--- src/rtl/seq_pattern_detector.sv ---
// Programmable serial pattern detector sampled on a divided tick.
// Define SEQDET_SYNC_EN to pass x through a 2-flop synchroniser.
module seq_pattern_detector #(
  parameter int MAX_LEN = 8,
  parameter int LEN_W   = 4,
  parameter int DIV     = 20000000,
  parameter int CNT_W   = 8
) (
  input  logic               clk,
  input  logic               rst,
  input  logic               x,
  input  logic [MAX_LEN-1:0] pattern,
  input  logic [LEN_W-1:0]   pat_len,
  input  logic               overlap,
  output logic               tick,
  output logic               match,
  output logic               match_hold,
  output logic [CNT_W-1:0]   match_cnt,
  output logic [LEN_W-1:0]   progress,
  output logic               cfg_err,
  output logic [6:0]         seg
);

  localparam int PW = (DIV > 2) ? $clog2(DIV) : 1;
  localparam logic [PW-1:0] LAST = PW'(DIV - 1);
  localparam logic [LEN_W-1:0] LMAX = LEN_W'(MAX_LEN);

  logic               x_s;
  logic [PW-1:0]      cnt_q, cnt_d;
  logic               tick_q, tick_d;
  logic [MAX_LEN-1:0] hist_q, hist_d;
  logic [LEN_W-1:0]   hcnt_q, hcnt_d;
  logic               match_q, match_d;
  logic               hold_q, hold_d;
  logic [CNT_W-1:0]   mcnt_q, mcnt_d;
  logic [LEN_W-1:0]   prog_q, prog_d;
  logic               err_q, err_d;

  logic [MAX_LEN-1:0] nh;
  logic [LEN_W-1:0]   nc;
  logic               legal;
  logic               hit;
  logic [MAX_LEN-1:0] mask;
  logic [MAX_LEN-1:0] pre;
  logic [LEN_W-1:0]   best;

`ifdef SEQDET_SYNC_EN
  logic [1:0] sync_q;

  always_ff @(posedge clk or posedge rst) begin
    if (rst) sync_q <= '0;
    else     sync_q <= {sync_q[0], x};
  end

  assign x_s = sync_q[1];
`else
  assign x_s = x;
`endif

  always_comb begin
    cnt_d  = (cnt_q == LAST) ? '0 : cnt_q + 1'b1;
    tick_d = (cnt_q == LAST);
    hist_d  = hist_q;
    hcnt_d  = hcnt_q;
    match_d = 1'b0;
    hold_d  = hold_q;
    mcnt_d  = mcnt_q;
    prog_d  = prog_q;
    err_d   = err_q;

    nh    = {hist_q[MAX_LEN-2:0], x_s};
    nc    = (hcnt_q >= LMAX) ? LMAX : hcnt_q + 1'b1;
    legal = (pat_len != '0) && (pat_len <= LMAX);
    mask  = MAX_LEN'((1 << pat_len) - 1);
    hit   = legal && (nc >= pat_len) &&
            (((nh ^ pattern) & mask) == '0);

    // Longest pattern prefix that ends on the newest bit.
    best = '0;
    pre  = '0;
    for (int k = 1; k < MAX_LEN; k++) begin
      mask = MAX_LEN'((1 << k) - 1);
      pre  = pattern >> (pat_len - LEN_W'(k));
      if ((LEN_W'(k) < pat_len) && (LEN_W'(k) <= nc) &&
          (((nh ^ pre) & mask) == '0))
        best = LEN_W'(k);
    end

    if (tick_q) begin
      hist_d = nh;
      err_d  = !legal;
      if (!legal) begin
        prog_d = '0;
        hold_d = 1'b0;
        hcnt_d = nc;
      end else if (hit) begin
        match_d = 1'b1;
        hold_d  = 1'b1;
        prog_d  = pat_len;
        hcnt_d  = overlap ? nc : '0;
        if (mcnt_q != '1) mcnt_d = mcnt_q + 1'b1;
      end else begin
        hold_d = 1'b0;
        prog_d = best;
        hcnt_d = nc;
      end
    end
  end

  always_ff @(posedge clk or posedge rst) begin
    if (rst) begin
      cnt_q   <= '0;
      tick_q  <= 1'b0;
      hist_q  <= '0;
      hcnt_q  <= '0;
      match_q <= 1'b0;
      hold_q  <= 1'b0;
      mcnt_q  <= '0;
      prog_q  <= '0;
      err_q   <= 1'b0;
    end else begin
      cnt_q   <= cnt_d;
      tick_q  <= tick_d;
      hist_q  <= hist_d;
      hcnt_q  <= hcnt_d;
      match_q <= match_d;
      hold_q  <= hold_d;
      mcnt_q  <= mcnt_d;
      prog_q  <= prog_d;
      err_q   <= err_d;
    end
  end

  always_comb begin
    case (prog_q)
      LEN_W'(0): seg = 7'b0000001;
      LEN_W'(1): seg = 7'b1001111;
      LEN_W'(2): seg = 7'b0010010;
      LEN_W'(3): seg = 7'b0000110;
      LEN_W'(4): seg = 7'b1001100;
      LEN_W'(5): seg = 7'b0100100;
      LEN_W'(6): seg = 7'b0100000;
      LEN_W'(7): seg = 7'b0001111;
      LEN_W'(8): seg = 7'b0000000;
      LEN_W'(9): seg = 7'b0000100;
      default:   seg = 7'b1111110;
    endcase
  end

  assign tick       = tick_q;
  assign match      = match_q;
  assign match_hold = hold_q;
  assign match_cnt  = mcnt_q;
  assign progress   = prog_q;
  assign cfg_err    = err_q;

endmodule

--- config.mk ---
export PLATFORM = sky130hd
export DESIGN_NAME = seq_pattern_detector
export DESIGN_NICKNAME = d
export VERILOG_FILES = /design/src/rtl/seq_pattern_detector.sv
export SDC_FILE = /design/constraint.sdc
export NUM_CORES = 1
export LEC_CHECK = 0
export CAP_MARGIN = 20
export CORE_UTILIZATION = 61
export CTS_CLUSTER_SIZE = 14
export DETAILED_ROUTE_END_ITERATION = 10
export PLACE_DENSITY = 0.85
export SYNTH_ARGS = -nofsm -noshare
export SYNTH_HDL_FRONTEND = slang
export SYNTH_SLANG_ARGS = --single-unit
export TNS_END_PERCENT = 50
--- constraint.sdc ---
create_clock -name clk -period 3.6 [get_ports clk]
set_clock_uncertainty 0.05 [all_clocks]
set_input_delay 0.9 -clock clk [delete_from_list [all_inputs] [get_ports clk]]
set_output_delay 0.9 -clock clk [all_outputs]
set_load 0.05 [all_outputs]
==> results.toml <==
[die]
start_util_pct = 64.04
boundaryPins = 39
die_area_um2 = 9179
die_w_um = 95.81
placeableCoreArea_um2 = 8382
dieHeight_um = 95.81
rows = 33

[worst_setup_path]
critPathRequiredTime_ns = 3.79
worstSetupPathType = "input port to flop"
cp-start-kind = "input port"
path_cells = "dlygate4sd2_1 -> inv_2 -> ha_4 -> buf_4 -> mux2_4 -> mux4_2 -> o21a_1 -> o311ai_4 -> a32oi_2 -> o41a_1 -> o21ai_1"
crit_path_end_kind = "flop"
worstPathArrival_ns = 3.67
slowest_stage = "mux4_2"
critPathMaxStageDelay_ns = 0.48
crit_fanout = 6

[clock_network]
htreeDepth = 2
numCtsBuffers = 5
clock_sinks = 52
cts_buffer_depth = 2
worst_skew_pair.late_latency_ns = 0.32
cts.clk_slew.worst_paths_ns = 0.10
cts-root-buf = "clkbuf_8"
cts_tree = "built"
cts.hold.buffers_added = 0

[placed_design]
pre_cts_slack_ns = -0.3519
io_buffers = 38
gp_congestion = 0.9706
dp_hpwl_um = 12030
dp_cells = 828

[pwr]
swShare_pct = 32.66
combPwrFrac_pct = 37.6
ir_drop_v = 0.0002119
internal-power_w = 0.001006
power.leakage_nw = 2.866
finalPower_w = 0.001494
seqPwrFrac_pct = 39.1
power.density_nw_per_um2 = 224.9
clockPowerShare_pct = 23.2
net-switching-power_w = 0.0004881

[timing]
fmax_ghz = 0.2880
rsz0062_at_grt = "false"
layout_min_cycle_time_ns = 3.473
slew_violations = 0
worst_pin_slew_ns = 0.5950
fin_crit_sh_pct = 96.46
slew_headroom_pct = 60.28
setup_viol = 0
fin_ws_ns = 0.1274
setup-tns-final_ns = 0
hold_viol = 0

[synth]
synth_flop_cell = "dfrtp_1"
syn_avg_cell_area_um2 = 8.671
yosys_warnings = 0
yosys-top-cells-count = "52 x dfrtp_1, 52 x nand2_1, 49 x nor2_1"
syn_nets = 664
netlist_instances = 619
yosysSeqAreaShare_pct = 24.24
synth_seq_cells = 52
synth_fa_ha_area_share_pct = 6.946
synth_top_family_by_area = "simple AND/OR/NAND/NOR gates"
synth.area.top_cells = "dfrtp_1 24%, ha_1 6.8%, mux4_2 6.3%"
synth-edff-count = 0
synth-async-reset-ratio_pct = 100.0
syn_area_um2 = 5368
synthMuxAreaShare_pct = 14.59
synth_compound_area_share_pct = 17.55
synth_top_area_cell = "dfrtp_1"
synth-xor-area-share_pct = 9.441
ys_types = 80
yosysTopAreaCellShare_pct = 24.24
synthSimpleGateAreaFrac_pct = 21.47

[grt]
grt_util_met3_pct = 6.161
grt_first_pass_wirelength_um = 24960
grt_pass1_vias = 5219
grt_max_degree = 31
met2_usage_pct = 59.76
antenna_found_initial = 0
grt-busiest-layer = "met2"
grt_usage_pct = 35.33
grt_overflow = 0
use_met1_pct = 43.21

[layout]
nNetsFinal = 776
drive_gt1_share_pct = 24.86
stdcell_count = 837
n_antenna_cell = 0
area_growth_pct = 23.80

[flow_run]
cap_viol_max_count = 0

[detailed_routing]
vias = 5330
dr.pass1.iters = 4
wl_um = 15350
wire_per_inst_um = 18.34
vias_per_cell = 6.368
drtAntennaViolNets = 0
drc = 0
drtIter0Drc = 332

[run_status]
status = "complete, no violations"

[min_path]
min-delay-path-class = "flop to flop"
[critical path: cells and delay by family]
family	cells	cell delay [ns]
compound gates	5	1.11
buf+inv	3	0.54
mux	2	0.78
fa+ha+maj	1	0.34
[what timing repair did]
item,CTS,global route
endpoints found under the hold margin,0,0
endpoints found under the setup margin,2,5
gates resized for setup,5,6
pin swaps,1,1
setup buffers,1,0
[power by group through the flow]
stage	clock [W]	combinational (W)	sequential [W]
after floorplan	0	0.000341	0.000599
after global placement	0	0.000529	0.000596
after detailed placement	0	0.000543	0.000597
after CTS	0.000351	0.000551	0.000585
after global routing	0.000371	0.000607	0.000585
final	0.000347	0.000562	0.000585
[state kept, by name, summed over array words and instances, names as in the netlist]
register / cells
cfg_err: 1
progress: 4
cnt_q: 25
hcnt_q: 4
match_hold: 1
tick: 1
match_cnt: 8
hist_q: 7
match: 1
[stage by stage]
stage	area (µm²)	hold slack (ns)	util, %
2_1_floorplan	5405	0.4049	-
3_3_place_gp	6507	0.4231	77.64
3_5_place_dp	6507	0.4181	77.64
4_1_cts	6625	0.4450	79.04
5_1_grt	6645	0.4701	79.28
6_report	6645	0.4453	79.28
[cell usage in the layout, fill, tap and decap left out, types with 5 or more instances in the layout]
cell type	n
nor4_1	13
and2_1	6
xnor2_1	29
or2_2	5
clkdlybuf4s50_1	35
and4_1	5
nor3_1	13
nand4_1	11
nor2b_1	6
inv_1	14
mux4_2	15
mux2i_1	21
nand2b_1	8
o21ai_1	5
dfrtp_1	52
mux2_2	15
ha_1	28
nand3_1	25
nor2_1	48
or3_1	5
o211ai_1	5
clkbuf_8	5
buf_4	113
o21ai_0	29
a21oi_1	23
nand2_1	52
o22ai_1	6
xor2_1	27
a211oi_1	6
[final timing paths]
kind / from / endpoint / slack, ns / depth (start not counted)
max: pat_len[1] / progress[0] / 0.13 / 11
min: match_cnt[7] / match_cnt[7] / 0.45 / 1
max reg2reg: hcnt_q[0] / progress[2] / 0.40 / 12
min reg2reg: match_cnt[7] / match_cnt[7] / 0.45 / 1
max in group asynchronous: rst / cfg_err / 1.97 / 3
min in group asynchronous: rst / match_cnt[0] / 0.93 / 2
[cell type report]
cell class                 instances  area, µm²
tap                              105      131.4
multi-input combinational        501       3812
clock buffer                       5      68.82
clock inverter                     3      25.02
sequential                        52       1301
timing repair buffer             151       1225
inverter                          20      81.33
fill                             574       1737
[kinds of logic (layout without fill, tap and decap cells)]
kind of cell,Yosys count,in the layout
xor gates and xnor gates,57,57
AOI/OAI and AO/OA,136,136
and+or+nand+nor,222,222
adders and majority gates,30,30
muxes,56,56
buffers and inverters,66,179
DFF,52,52
[metal layers]
layer | wire [µm] | vias to the layer above
li1 | - | 2507
met1 | 6392 | 2533
met2 | 7241 | 231
met3 | 996 | 59
met4 | 719 | 0
met5 | 0 | -
(Power assumes the default switching activity.)
